--- src/rtl/i2c_pkg.sv ---
// Shared types and constants for the I2C target register file.
// Combinational only: no latency, no backpressure.
package i2c_pkg;

  typedef enum logic [3:0] {
    ST_IDLE      = 4'd0,
    ST_ADDR      = 4'd1,
    ST_ADDR_ACK  = 4'd2,
    ST_IDX       = 4'd3,
    ST_IDX_ACK   = 4'd4,
    ST_WDATA     = 4'd5,
    ST_WDATA_ACK = 4'd6,
    ST_RDATA     = 4'd7,
    ST_RDATA_ACK = 4'd8
  } i2c_state_e;

  localparam logic       I2C_ACK      = 1'b0;
  localparam logic       I2C_NACK     = 1'b1;
  localparam logic [7:0] OOR_READ_VAL = 8'hFF;

  function automatic logic majority3(input logic a, input logic b, input logic c);
    return (a & b) | (a & c) | (b & c);
  endfunction

endpackage

--- src/rtl/i2c_line_cond.sv ---
// Pad-line conditioner: 2-flop synchroniser, optional majority filter (I2C_GLITCH_FILTER_EN), edge pulses.
// Latency 2 clk to lvl_o (4 clk with the filter); no backpressure, samples every clk.
module i2c_line_cond
  import i2c_pkg::*;
(
  input  logic clk,
  input  logic rst_n,
  input  logic line_i,
  output logic lvl_o,
  output logic rise_o,
  output logic fall_o
);

  logic s1_q, s1_d, s2_q, s2_d, prev_q, prev_d;
  logic lvl;

`ifdef I2C_GLITCH_FILTER_EN
  logic h1_q, h1_d, h2_q, h2_d, filt_q, filt_d;

  always_comb begin
    h1_d   = s2_q;
    h2_d   = h1_q;
    filt_d = majority3(s2_q, h1_q, h2_q);
  end

  always_ff @(posedge clk or negedge rst_n) begin
    if (!rst_n) begin
      h1_q   <= 1'b1;
      h2_q   <= 1'b1;
      filt_q <= 1'b1;
    end else begin
      h1_q   <= h1_d;
      h2_q   <= h2_d;
      filt_q <= filt_d;
    end
  end

  assign lvl = filt_q;
`else
  assign lvl = s2_q;
`endif

  always_comb begin
    s1_d   = line_i;
    s2_d   = s1_q;
    prev_d = lvl;
  end

  // Idle bus is high, so reset to 1 to avoid a false edge after reset.
  always_ff @(posedge clk or negedge rst_n) begin
    if (!rst_n) begin
      s1_q   <= 1'b1;
      s2_q   <= 1'b1;
      prev_q <= 1'b1;
    end else begin
      s1_q   <= s1_d;
      s2_q   <= s2_d;
      prev_q <= prev_d;
    end
  end

  assign lvl_o  = lvl;
  assign rise_o = lvl & ~prev_q;
  assign fall_o = ~lvl & prev_q;

endmodule

--- src/rtl/i2c_target_regfile.sv ---
// Oversampled I2C target with 8-bit register file, hw write port; I2C_GLITCH_FILTER_EN adds input filtering.
// Latency: reacts 2-3 clk after a pad edge; no backpressure, the I2C master owns the pace.
module i2c_target_regfile
  import i2c_pkg::*;
#(
  parameter logic [6:0] DEV_ADDR = 7'h55,
  parameter int         NUM_REGS = 4,
  parameter int         AUTO_INC = 1,
  parameter logic [7:0] RST_VAL  = 8'h00,
  localparam int        IDX_W    = (NUM_REGS > 1) ? $clog2(NUM_REGS) : 1
) (
  input  logic                  clk,
  input  logic                  rst_n,
  input  logic                  scl_i,
  input  logic                  sda_i,
  output logic                  sda_oe,
  output logic [8*NUM_REGS-1:0] regs_o,
  output logic                  wr_stb_o,
  output logic [IDX_W-1:0]      wr_idx_o,
  input  logic                  hw_we,
  input  logic [IDX_W-1:0]      hw_idx,
  input  logic [7:0]            hw_wdata,
  output logic                  busy_o
);

  localparam logic [8:0] NUM_REGS_W = 9'(NUM_REGS);
  localparam logic [7:0] IDX_LAST   = 8'(NUM_REGS - 1);

  logic scl_lvl, scl_rise, scl_fall, sda_lvl, sda_rise, sda_fall;

  i2c_line_cond u_scl (.clk(clk), .rst_n(rst_n), .line_i(scl_i),
                       .lvl_o(scl_lvl), .rise_o(scl_rise), .fall_o(scl_fall));
  i2c_line_cond u_sda (.clk(clk), .rst_n(rst_n), .line_i(sda_i),
                       .lvl_o(sda_lvl), .rise_o(sda_rise), .fall_o(sda_fall));

  i2c_state_e       state_q, state_d;
  logic [2:0]       cnt_q, cnt_d;
  logic [7:0]       shift_q, shift_d, idx_q, idx_d;
  logic             rw_q, rw_d, done_q, done_d, oe_q, oe_d, busy_q, busy_d;
  logic             wr_stb_q, wr_stb_d;
  logic [IDX_W-1:0] wr_idx_q, wr_idx_d;
  logic [7:0]       regs_q [NUM_REGS];
  logic [7:0]       regs_d [NUM_REGS];

  logic       start_det, stop_det, in_range, i2c_we;
  logic [7:0] idx_next, rd_byte;

  assign start_det = sda_fall & scl_lvl;
  assign stop_det  = sda_rise & scl_lvl;
  assign in_range  = {1'b0, idx_q} < NUM_REGS_W;

  always_comb begin
    idx_next = idx_q;
    if ((AUTO_INC != 0) && in_range) idx_next = (idx_q == IDX_LAST) ? 8'd0 : idx_q + 8'd1;
    rd_byte = OOR_READ_VAL;
    for (int k = 0; k < NUM_REGS; k++) if (idx_q == 8'(k)) rd_byte = regs_q[k];
  end

  always_comb begin
    state_d  = state_q;
    cnt_d    = cnt_q;
    shift_d  = shift_q;
    idx_d    = idx_q;
    rw_d     = rw_q;
    done_d   = done_q;
    oe_d     = oe_q;
    busy_d   = busy_q;
    wr_stb_d = 1'b0;
    wr_idx_d = wr_idx_q;
    i2c_we   = 1'b0;
    if (start_det) begin
      state_d = ST_ADDR;
      cnt_d   = 3'd0;
      done_d  = 1'b0;
      oe_d    = 1'b0;
    end else if (stop_det) begin
      state_d = ST_IDLE;
      done_d  = 1'b0;
      oe_d    = 1'b0;
      busy_d  = 1'b0;
    end else begin
      unique case (state_q)
        ST_ADDR, ST_IDX, ST_WDATA: begin
          if (scl_rise) begin
            shift_d = {shift_q[6:0], sda_lvl};
            cnt_d   = cnt_q + 3'd1;
            if (cnt_q == 3'd7) done_d = 1'b1;
          end else if (scl_fall && done_q) begin
            done_d = 1'b0;
            if (state_q == ST_ADDR) begin
              if (shift_q[7:1] == DEV_ADDR) begin
                state_d = ST_ADDR_ACK;
                oe_d    = 1'b1;
                busy_d  = 1'b1;
                rw_d    = shift_q[0];
              end else begin
                state_d = ST_IDLE;
              end
            end else if (state_q == ST_IDX) begin
              idx_d   = shift_q;
              state_d = ST_IDX_ACK;
              oe_d    = 1'b1;
            end else if (in_range) begin
              i2c_we   = 1'b1;
              wr_stb_d = 1'b1;
              wr_idx_d = idx_q[IDX_W-1:0];
              idx_d    = idx_next;
              oe_d     = 1'b1;
              state_d  = ST_WDATA_ACK;
            end else begin
              oe_d    = 1'b0;
              busy_d  = 1'b0;
              state_d = ST_IDLE;
            end
          end
        end
        ST_ADDR_ACK, ST_RDATA_ACK: begin
          if (state_q == ST_RDATA_ACK && scl_rise) begin
            if (sda_lvl == I2C_NACK) begin
              state_d = ST_IDLE;
              busy_d  = 1'b0;
            end else begin
              done_d = 1'b1;
            end
          end else if (scl_fall && (state_q == ST_ADDR_ACK || done_q)) begin
            done_d = 1'b0;
            cnt_d  = 3'd0;
            // Snapshot the read byte now so hw writes cannot disturb it mid-byte.
            if (state_q == ST_RDATA_ACK || rw_q) begin
              state_d = ST_RDATA;
              shift_d = {rd_byte[6:0], 1'b0};
              oe_d    = ~rd_byte[7];
              cnt_d   = 3'd1;
            end else begin
              state_d = ST_IDX;
              oe_d    = 1'b0;
            end
          end
        end
        ST_IDX_ACK, ST_WDATA_ACK: begin
          if (scl_fall) begin
            state_d = ST_WDATA;
            oe_d    = 1'b0;
            cnt_d   = 3'd0;
          end
        end
        ST_RDATA: begin
          if (scl_fall) begin
            if (cnt_q == 3'd0) begin
              state_d = ST_RDATA_ACK;
              oe_d    = 1'b0;
              idx_d   = idx_next;
            end else begin
              oe_d    = ~shift_q[7];
              shift_d = {shift_q[6:0], 1'b0};
              cnt_d   = cnt_q + 3'd1;
            end
          end
        end
        default: ;
      endcase
    end
  end

  // The I2C write is applied last so it wins a same-index collision.
  always_comb begin
    for (int k = 0; k < NUM_REGS; k++) begin
      regs_d[k] = regs_q[k];
      if (hw_we && hw_idx == IDX_W'(k)) regs_d[k] = hw_wdata;
      if (i2c_we && idx_q == 8'(k))     regs_d[k] = shift_q;
    end
  end

  always_ff @(posedge clk or negedge rst_n) begin
    if (!rst_n) begin
      state_q  <= ST_IDLE;
      cnt_q    <= 3'd0;
      shift_q  <= 8'd0;
      idx_q    <= 8'd0;
      rw_q     <= 1'b0;
      done_q   <= 1'b0;
      oe_q     <= 1'b0;
      busy_q   <= 1'b0;
      wr_stb_q <= 1'b0;
      wr_idx_q <= '0;
      for (int k = 0; k < NUM_REGS; k++) regs_q[k] <= RST_VAL;
    end else begin
      state_q  <= state_d;
      cnt_q    <= cnt_d;
      shift_q  <= shift_d;
      idx_q    <= idx_d;
      rw_q     <= rw_d;
      done_q   <= done_d;
      oe_q     <= oe_d;
      busy_q   <= busy_d;
      wr_stb_q <= wr_stb_d;
      wr_idx_q <= wr_idx_d;
      regs_q   <= regs_d;
    end
  end

  for (genvar g = 0; g < NUM_REGS; g++) begin : g_regs_o
    assign regs_o[8*g +: 8] = regs_q[g];
  end

  assign sda_oe   = oe_q;
  assign busy_o   = busy_q;
  assign wr_stb_o = wr_stb_q;
  assign wr_idx_o = wr_idx_q;

endmodule
--- config.mk ---
export PLATFORM = sky130hd
export DESIGN_NAME = i2c_target_regfile
export DESIGN_NICKNAME = d
export VERILOG_FILES = /design/src/rtl/i2c_pkg.sv /design/src/rtl/i2c_line_cond.sv /design/src/rtl/i2c_target_regfile.sv
export SDC_FILE = /design/constraint.sdc
export NUM_CORES = 1
export LEC_CHECK = 0
export ABC_AREA = 1
export BUFFER_PORTS_ARGS = -buffer_cell sky130_fd_sc_hd__buf_2
export CORE_AREA = 3 3 111 113
export DETAILED_ROUTE_END_ITERATION = 16
export DIE_AREA = 0 0 114 116
export PLACE_DENSITY = 0.59
export SETUP_SLACK_MARGIN = 0.05
export SLEW_MARGIN = 20
export SYNTH_ARGS = -nofsm -noshare
export SYNTH_HDL_FRONTEND = slang
export SYNTH_SLANG_ARGS = --single-unit
--- constraint.sdc ---
create_clock -name clk -period 1.74 [get_ports clk]
set_clock_uncertainty 0.1 [all_clocks]
set_input_delay 0.087 -clock clk [delete_from_list [all_inputs] [get_ports clk]]
set_output_delay 0.087 -clock clk [all_outputs]
set_load 0.01 [all_outputs]
* Word level (Yosys, flattened, before mapping)
Index checks and enable logic that the tools add are counted.
** Operators by class
- Bitwise operators :: 17
- $lt $le $gt $ge :: 1
- Multiplexer cells :: 95
- Add/sub/neg operators :: 2
- Reductions and logical operators :: 38
- Equal/unequal tests :: 54
** Operator list (count)
- $mux 8 :: 27
- $mux 4 :: 11
- $ne 4x4->1 const B :: 10
- $mux 1 :: 38
- $mux 3 :: 11
- $reduce_and 8->1 :: 4
- $ne 3x3->1 const B :: 10
- $reduce_and 9->1 :: 3
- $ne 5x5->1 const B :: 5
- $pmux 8 s3 :: 1
- $ne 2x2->1 const B :: 11
- $eq 4x3->1 const B :: 4
- $eq 8x2->1 const B :: 2
- $pmux 4 s4 :: 1
- $pmux 8 s2 :: 1
- $pmux 3 s4 :: 1
- $logic_and 1x1->1 :: 11
- $not 1->1 :: 11
- $reduce_bool 2->1 :: 5
- $add 8x1->8 const B :: 1
- $eq 4x2->1 const B :: 2
- $eq 8x1->1 const B :: 1
- $logic_not 8->1 :: 1
- $lt 8x3->1 const B :: 1
- 24 further kinds :: 34
** Word-level totals
- Register bits :: 68
- Logic and storage cells :: 227
- Output and inout bits :: 37
- Bits of input ports :: 15

* Depth between registers and ports, before layout
Gate-level depths: netlist of run 1.
- Depth after elaboration :: 12
- Mapped depth :: 12
- Gate-level depth less buffers :: 12

* Cells and area by module
A second synthesis of run 1 with hierarchy kept.
** Unflattened totals
- Cell total of the unflattened synthesis :: 646
- Area total of the unflattened synthesis :: 4341.7 µm²
** By module, submodules not included
- i2c_target_regfile :: cells each 632, times used 1, area an instance 4154.0 µm², sequential area each 1551.5 µm²
- i2c_line_cond :: cells each 7, times used 2, area an instance 93.8 µm², sequential area each 78.8 µm²

* Worst setup path before layout of run 1
No wires, ideal clock.
- Kind :: register -> register
- Start :: register idx_q[1]
- End :: register regs_q, in the netlist regs_o[15]
- Buffers on the path :: 0
- Library setup time :: 124 ps
- Data arrival time :: 1588 ps
- Data required time :: 1516 ps
- Clock period less this slack :: 1813 ps
- Path slack :: -73 ps
- Stages on the path, launching flop included :: 11
- Path through :: dfrtp_1 -> inv_1 -> ha_1 -> inv_1 -> nor2_2 -> nand2_1 -> nand3b_4 -> nand2_1 -> inv_2 -> nand2_1 -> nand3_1
** Between the ends
- Cells in the longest elaborated chain, start to end :: 11
- Elaborated cells between the ends (all ways) :: 13
- Classes of those cells :: order compare (1); eq/ne (1); mux (9); reduce/logical (2)
** Ends and longest elaborated chain
- from (decl) :: line i2c_target_regfile.sv:38 : logic [7:0] shift_q, shift_d, idx_q, idx_d;
- from (signal assigned) :: line i2c_target_regfile.sv:191 : idx_q <= idx_d;
- $lt 8x3->1 :: line i2c_target_regfile.sv:50 : assign in_range = {1'b0, idx_q} < NUM_REGS_W;
- $mux 1 :: line i2c_target_regfile.sv:103 : end else if (in_range) begin
- $mux 1 :: line i2c_target_regfile.sv:99 : end else if (state_q == ST_IDX) begin
- $mux 1 :: line i2c_target_regfile.sv:90 : if (state_q == ST_ADDR) begin
- $mux 1 :: line i2c_target_regfile.sv:88 : end else if (scl_fall && done_q) begin
- $mux 1 :: line i2c_target_regfile.sv:84 : if (scl_rise) begin
- $mux 1 :: line i2c_target_regfile.sv:82 : unique case (state_q)
- $mux 1 :: line i2c_target_regfile.sv:76 : end else if (stop_det) begin
- $mux 1 :: line i2c_target_regfile.sv:71 : if (start_det) begin
- $logic_and 1x1->1 * :: line i2c_target_regfile.sv:170 : if (i2c_we && idx_q == 8'(k)) regs_d[k] = shift_q;
- $mux 8 or $reduce_bool 2->1 (tied branches)
- to (signal assigned) :: line i2c_target_regfile.sv:198 : regs_q <= regs_d;
- to (decl) :: line i2c_target_regfile.sv:42 : logic [7:0] regs_q [NUM_REGS];
Mark *: on every way between the ends. The rest lies on a longest branch, timed or not.
A chain may end at the register's enable or synchronous reset.

* Worst setup path after layout of run 1
- Start :: register u_sda.s2_q (netlist: u_sda.lvl_o)
- End :: register regs_q, in the netlist regs_o[27]
** Between the ends
- Cells in the longest elaborated chain, start to end :: 6
- Elaborated cells between the ends (all ways) :: 10
- Classes of those cells :: mux (3); bitwise (5); reduce/logical (2)
** Ends and longest elaborated chain
- from (decl) :: line i2c_line_cond.sv:14 : logic s1_q, s1_d, s2_q, s2_d, prev_q, prev_d;
- from (signal assigned) :: line i2c_line_cond.sv:53 : s2_q <= 1'b1;
- from (signal assigned) :: line i2c_line_cond.sv:57 : s2_q <= s2_d;
- $and 1x1->1 or $not 1->1 (tied branches) :: line i2c_line_cond.sv:63, i2c_line_cond.sv:64
- $and 1x1->1 (on tied branches) :: line i2c_target_regfile.sv:49, i2c_line_cond.sv:64
- $mux 1 or $and 1x1->1 (tied branches) :: line i2c_target_regfile.sv:76, i2c_target_regfile.sv:48
- $mux 1 * :: line i2c_target_regfile.sv:71
- $logic_and 1x1->1 * :: line i2c_target_regfile.sv:170
- $mux 8 or $reduce_bool 2->1 (tied branches)
Marks and branches as above.

==> run summary, run 1 <==
Core ar. - 11,400 µm²
status - complete, but fails checks
warnings from Yosys - 0
Worst Max-Slew Pin Slew - 0.485 ns
post-synthesis compound-gate area fraction - 0.0675
share of layout cells above drive strength 1 - 0.506
# setup viols final - 58
Rows - 39
Yosys reg bits - 68
Worst-Skew Late Latency - 0.34 ns
dpl hpwl - 11.0 mm
combinational power share - 0.660
CP max stage delay - 0.59 ns
TNS Setup - -5.12 ns
Post-Synth Simple-Gate Area - 0.444
maximum buffer depth of the clock tree - 2
initial antenna violation count - 0
routed length per instance - 17.0 µm
DRT antenna net count - 0
mux cell area share after synthesis - 0
clock share of power - 0.137
Peak Freq - 0.532 GHz
CP max FO - 8
Die Footprint - 13,200 µm²
clock sink count - 68
Die H - 116 µm
combinational family with the most area after synthesis - simple AND/OR/NAND/NOR gates
DIE WIDTH - 114 µm
largest net degree at the start of global routing - 69
DR DRC count - 0
CP endpoint kind - register
max-cap violations - 0
final net count - 845
gpl congestion - 0.962
CTS clk-pin slew, worst paths - 0.06 ns
via-per-instance ratio - 5.28
total number of vias - 5,123
syn_nets - 647
Netlist cell types - 33
root buf cell - clkbuf_16
area delta synth->final - 64.8%
final hold vios - 0
post-layout min period - 1.88 ns
CP arrival - 2.00 ns
final worst slack - -0.138 ns
CP startpoint kind - register
Syn Inst Count - 625
io pins - 52
Total GRT Usage - 0.243
WS Path Type - reg2reg
post-synthesis xor/xnor area fraction - 0
total grt overflow - 0
drt first pass iters - 5
period utilisation layout - 1.08
sequential area share after synthesis - 0.394
depth of the CTS H-tree - 3
diodes inserted - 0
critical path, cell by cell - nor2_4 -> nor2_4 -> nand2_4 -> nor2_8 -> buf_12 -> nand3_4 -> nand2_4 -> inv_8 -> nand2_1 -> nand3_1
Power Density - 1800 nW/µm²
Avg Inst Size Synth - 6.94 µm²
CTS tree - yes
number of global-route vias before repair - 4,897
Pleak - 0.00367 µW
total power - 12,900 µW
initial core utilization - 0.380
Worst VDD drop - 1.20 mV
Relative slew margins - 0.677
drt total wl - 16.5 mm
Int Power - 6740 µW
total net switching power - 6150 µW
switch share - 0.477
failing checks - negative setup slack
Max Slew Vio Count - 0
Synth Area in Adders - 0.0202
Critical Path RT - 1.87 ns
Slowest-stage cell, CP - dfstp_2
hold crit path type - in2reg
sequential share of power - 0.203
mapped cell area - 4340 µm²
Iteration-0 DRC Markers - 325
RSZ-0062 raised after global routing - yes
first-pass GRT wire length - 24.8 mm
IO buf count - 51
CTS Buf Count - 9
-- final cells by class --
| class | count | area [µm²] |
|---|---|---|
| inverters | 71 | 308 |
| fillers | 992 | 4270 |
| multi-input cells | 484 | 3180 |
| clock inverters | 6 | 40.0 |
| flip-flops and latches | 68 | 1710 |
| well taps | 143 | 179 |
| repair buffers | 189 | 1490 |
| clock buffers | 10 | 239 |
-- critical path, delay by kind of cell (launching register included) --
family                 cells  cell delay (ns)
flip-flops                 1             0.59
buffers and inverters      2             0.20
AND/OR/NAND/NOR            8             0.86
-- synthesized netlist by cell type, drive strengths merged --
cell / n / area [µm²]
clkinv: 2 / 7.51
o21ai: 25 / 151
nand3b: 17 / 140
nand3: 104 / 568
ha: 7 / 87.6
nor4: 1 / 6.26
nand2: 201 / 764
dfrtp: 62 / 1550
a22oi: 1 / 7.51
nor3: 6 / 30.0
o211ai: 1 / 7.51
nand4: 7 / 43.8
o22ai: 2 / 12.5
buf: 7 / 52.5
dfstp: 6 / 158
o31ai: 1 / 7.51
a31oi: 1 / 6.26
clkbuf: 1 / 3.75
a21oi: 20 / 100
nor2: 84 / 374
inv: 69 / 259
-- cell families after synthesis --
kind of cell / count (synthesis)
and+or+nand+nor: 420
DFF: 68
buffers and inverters: 79
AOI/OAI and AO/OA: 51
adders and majority gates: 7
-- cell usage in the layout, fill, tap and decap left out, types with 11 or more instances in the layout --
cell	count
dlygate4sd3_1	11
nand2_1	122
nor2_1	37
nand2_4	33
buf_4	92
nor2_2	26
nand3_2	36
dfrtp_1	58
buf_6	27
nand3b_1	16
buf_2	53
a21oi_1	16
nand3_1	62
nor2_4	21
nand2_2	46
inv_1	44
inv_2	18
-- registers in the layout, indices dropped and copies added, names as in the netlist, 2 cells and up --
signal	flops
idx_q	8
state_q	4
shift_q	8
regs_o	32
cnt_q	3
wr_idx_o	2
-- per-stage QoR --
stage	cell area, µm²	hold slack, ns	setup WS [ns]	util	instances
after floorplan	4380	-0.309	0.0532	-	625
after global placement	5500	0.0446	-0.202	0.482	903
after detailed placement	5500	0.0451	-0.242	0.482	903
after CTS	6570	0.118	-0.114	0.575	954
after global routing	7150	0.162	-0.209	0.626	971
final	7150	0.140	-0.138	0.626	971
-- routing by layer --
layer / vias up / track usage / wire, µm
met5: - / 0 / 0
li1: 2445 / - / -
met2: 202 / 0.395 / 7970
met4: 0 / 0.107 / 516
met3: 45 / 0.0465 / 1200
met1: 2431 / 0.316 / 6840
-- power by group through the flow --
stage                     registers [µW]  logic (µW)  clock network (µW)
after global routing                2670        9230                1850
after detailed placement            2510        6300                   0
after floorplan                     2460        3590                   0
after global placement              2500        6250                   0
final                               2620        8510                1760
after CTS                           2530        7530                1770
-- timing repair --
action / in CTS / in global routing
buffers inserted: 17 / 17
cloned: 7 / 1
hold buffers: 11 / 0
endpoints found under the setup margin: 58 / 62
pin swaps: 49 / 59
resized for setup: 135 / 134
hold endpoints to repair: 91 / 0
-- final timing paths --
check                           cells after the start                endpoint  slack (ns)             startpoint
worst max register to register                     10  regs_o[27]$_DFFE_PN0P_       -0.14  u_sda.lvl_o$_DFF_PN1_
worst min-delay path                                5  regs_o[23]$_DFFE_PN0P_        0.14              hw_idx[0]
min in group asynchronous                           3      busy_o$_DFFE_PN0P_        0.17                  rst_n
worst min register to register                      0   u_sda.lvl_o$_DFF_PN1_        0.25   u_sda.s1_q$_DFF_PN1_
max in group asynchronous                           3    idx_q[0]$_DFFE_PN0P_        1.02                  rst_n
worst max-delay path                               10  regs_o[27]$_DFFE_PN0P_       -0.14  u_sda.lvl_o$_DFF_PN1_
(Power assumes the default switching activity.)
==> run 2, diff against run 1 <==
--- a/config.mk
+++ b/config.mk
@@ -7,12 +7,13 @@
 export LEC_CHECK = 0
 export ABC_AREA = 1
 export BUFFER_PORTS_ARGS = -buffer_cell sky130_fd_sc_hd__buf_2
-export CORE_AREA = 3 3 111 113
+export CORE_AREA = 2 2 110 112
 export DETAILED_ROUTE_END_ITERATION = 16
-export DIE_AREA = 0 0 114 116
+export DIE_AREA = 0 0 112 114
 export PLACE_DENSITY = 0.59
 export SETUP_SLACK_MARGIN = 0.05
 export SLEW_MARGIN = 20
 export SYNTH_ARGS = -nofsm -noshare
 export SYNTH_HDL_FRONTEND = slang
 export SYNTH_SLANG_ARGS = --single-unit
+export TNS_END_PERCENT = 5
==> run 2 against run 1 <==
  * Largest power group unchanged
  * Sequential power about the same
  * Highest routed layer unchanged
  * Sequential share of layout area increased by 2.7 points
  * Register-to-register slack barely moved
  * Clock-buffer cell count did not move
  * The run still ends with negative setup slack left
  * Die area fell by 3.4%
  * Cell count shrank 0.93%
  * Critical path type unchanged
  * Worst hold slack lost 0.082 ns
  * Clock power rose by 22%
  * First-iteration DRC count decreased by 23%
==> run summary, run 2 (synthesis gave the netlist of run 1 again) <==
dpl hpwl - 11.2 mm (was 11.0 mm)
max reg flops - 32 (unchanged)
root buf cell - clkbuf_16 (unchanged)
Worst-Skew Late Latency - 0.35 ns (was 0.34 ns)
diodes inserted - 0 (unchanged)
post-layout min period - 1.88 ns (about the same)
DIE WIDTH - 112 µm (was 114 µm)
status - complete, but fails checks (unchanged)
final hold vios - 0 (unchanged)
clock sink count - 68 (unchanged)
failing checks - negative setup slack (unchanged)
first-pass GRT wire length - 25.0 mm (was 24.8 mm)
CTS tree - yes (unchanged)
Placed Instance Area - 5550 µm² (was 5500 µm²)
final worst slack - -0.145 ns (was -0.138 ns)
initial antenna violation count - 0 (unchanged)
TNS Setup - -2.90 ns (was -5.12 ns)
Peak Freq - 0.531 GHz (was 0.532 GHz)
maximum buffer depth of the clock tree - 2 (unchanged)
Die Footprint - 12,800 µm² (was 13,200 µm²)
CTS clk-pin slew, worst paths - 0.06 ns (about the same)
CP arrival - 2.06 ns (was 2.00 ns)
via-per-instance ratio - 5.10 (was 5.28)
CTS Buf Count - 9 (unchanged)
CP max stage delay - 0.46 ns (was 0.59 ns)
critical path, cell by cell - buf_4 -> nand2_1 -> nor2_2 -> buf_4 -> buf_4 -> nand4_1 -> nand2_1 -> nand3b_1 -> nor2_4 -> nand2_1 -> nand2_1 (was nor2_4 -> nor2_4 -> nand2_4 -> nor2_8 -> buf_12 -> nand3_4 -> nand2_4 -> inv_8 -> nand2_1 -> nand3_1)
number of global-route vias before repair - 4,861 (was 4,897)
Worst VDD drop - 0.879 mV (was 1.20 mV)
# setup viols final - 55 (was 58)
Rows - 40 (was 39)
DRT antenna net count - 0 (unchanged)
most common library cell in the layout ignoring fill and taps - nand2_1 (unchanged)
Core ar. - 11,700 µm² (was 11,400 µm²)
share of layout cells above drive strength 1 - 0.360 (was 0.506)
Pleak - 0.00338 µW (was 0.00367 µW)
area delta synth->final - 47.9% (was 64.8%)
Critical Path RT - 1.92 ns (was 1.87 ns)
period utilisation layout - 1.08 (about the same)
Worst path most repeated cell - nand2_1
CP startpoint kind - register (unchanged)
Total GRT Usage - 0.251 (was 0.243)
DR DRC count - 0 (unchanged)
gpl congestion - 0.967 (was 0.962)
fin area - 6420 µm² (was 7150 µm²)
drt first pass iters - 5 (unchanged)
Worst Max-Slew Pin Slew - 0.595 ns (was 0.485 ns)
Max Slew Vio Count - 0 (unchanged)
highest-count cells in the layout ignoring fill and taps - 178 x nand2_1, 110 x buf_4, 90 x nand3_1 (was 122 x nand2_1, 92 x buf_4, 62 x nand3_1)
total power - 11,900 µW (was 12,900 µW)
final net count - 832 (was 845)
Relative slew margins - 0.600 (was 0.677)
largest net degree at the start of global routing - 58 (was 69)
Power Density - 1850 nW/µm² (was 1800 nW/µm²)
total number of vias - 4,911 (was 5,123)
routed length per instance - 15.9 µm (was 17.0 µm)
RSZ-0062 raised after global routing - yes (unchanged)
Top Family by Delay on Critical Path - simple AND/OR/NAND/NOR gates (unchanged)
Slowest-stage cell, CP - dfrtp_2 (was dfstp_2)
io pins - 52 (unchanged)
Iteration-0 DRC Markers - 249 (was 325)
WS Path Type - reg2reg (unchanged)
drt total wl - 15.3 mm (was 16.5 mm)
IO buf count - 51 (unchanged)
CP endpoint kind - register (unchanged)
depth of the CTS H-tree - 3 (unchanged)
max-cap violations - 0 (unchanged)
total grt overflow - 0 (unchanged)
Worst Path Buf+Inv - 3 (was 2)
CP max FO - 5 (was 8)
hold crit path type - in2async (was in2reg)
Die H - 114 µm (was 116 µm)
initial core utilization - 0.371 (was 0.380)
run 2: cell count changes in the layout (fill, tap and decap cells not counted), sizes merged:
| cell | before | now |
|---|---|---|
| nand3b | 18 | 17 |
| clkinv | 6 | 5 |
| nand3 | 108 | 105 |
| clkinvlp | 1 | 0 |
| bufinv | 0 | 3 |
| buf | 178 | 169 |
| inv | 70 | 69 |
run 2: area by class of cell:
| cell class | instances | area (µm²) |
|---|---|---|
| Fill cell | 1103 | 5290 |
| Multi-Input combinational cell | 480 | 2590 |
| Sequential cell | 68 | 1710 |
| Timing Repair Buffer | 180 | 1320 |
| Inverter | 71 | 270 |
| Clock buffer | 10 | 229 |
| Tap cell | 147 | 184 |
| Clock inverter | 6 | 113 |
run 2: repair_timing:
| item | in CTS | in global routing |
|---|---|---|
| pin swaps | 16 | 14 |
| endpoints found under the hold margin | 84 | 0 |
| gates resized for setup | 51 | 28 |
| endpoints found under the setup margin | 61 | 62 |
| cloned | 2 | 0 |
| buffers inserted | 10 | 9 |
| hold buffers | 11 | 0 |
run 2: through the flow:
| stage | util | std cells | hold WS [ns] | worst slack [ns] |
|---|---|---|---|---|
| after floorplan | - | 625 | -0.309 | 0.0368 |
| after global placement | 0.474 | 914 | -0.0956 | -0.159 |
| after detailed placement | 0.474 | 914 | -0.0917 | -0.200 |
| after CTS | 0.534 | 953 | 0.0489 | -0.102 |
| after global routing | 0.548 | 962 | 0.0909 | -0.231 |
| final | 0.548 | 962 | 0.0586 | -0.145 |
run 2: path summary, 6_finish.rpt:
| check | startpoint | end | slack, ns | cells after the start |
|---|---|---|---|---|
| max reg2reg | state_q[3]$_DFFE_PN0P_ | state_q[1]$_DFFE_PN0P_ | -0.14 | 11 |
| min reg2reg | u_sda.s1_q$_DFF_PN1_ | u_sda.lvl_o$_DFF_PN1_ | 0.26 | 0 |
| max in group asynchronous | rst_n | u_sda.s1_q$_DFF_PN1_ | 0.83 | 3 |
| min in group clk | hw_idx[0] | regs_o[22]$_DFFE_PN0P_ | 0.06 | 4 |
| max | state_q[3]$_DFFE_PN0P_ | state_q[1]$_DFFE_PN0P_ | -0.14 | 11 |
| min | rst_n | done_q$_DFFE_PN0P_ | 0.06 | 2 |
run 2: metal layers:
layer,part of all wire,vias to the layer above,GRT usage,wire length (µm)
met5,0,-,0,0
met4,0.052,0,0.144,802
li1,-,2402,-,-
met2,0.47,189,0.422,7240
met1,0.42,2275,0.310,6430
met3,0.054,45,0.0372,820
run 2: where the power goes:
part / switching (µW) / total [µW] / internal, µW
clock network: 742 / 2150 / 1400
logic: 4100 / 7160 / 3060
registers: 539 / 2590 / 2050
total: 5380 / 11900 / 6510
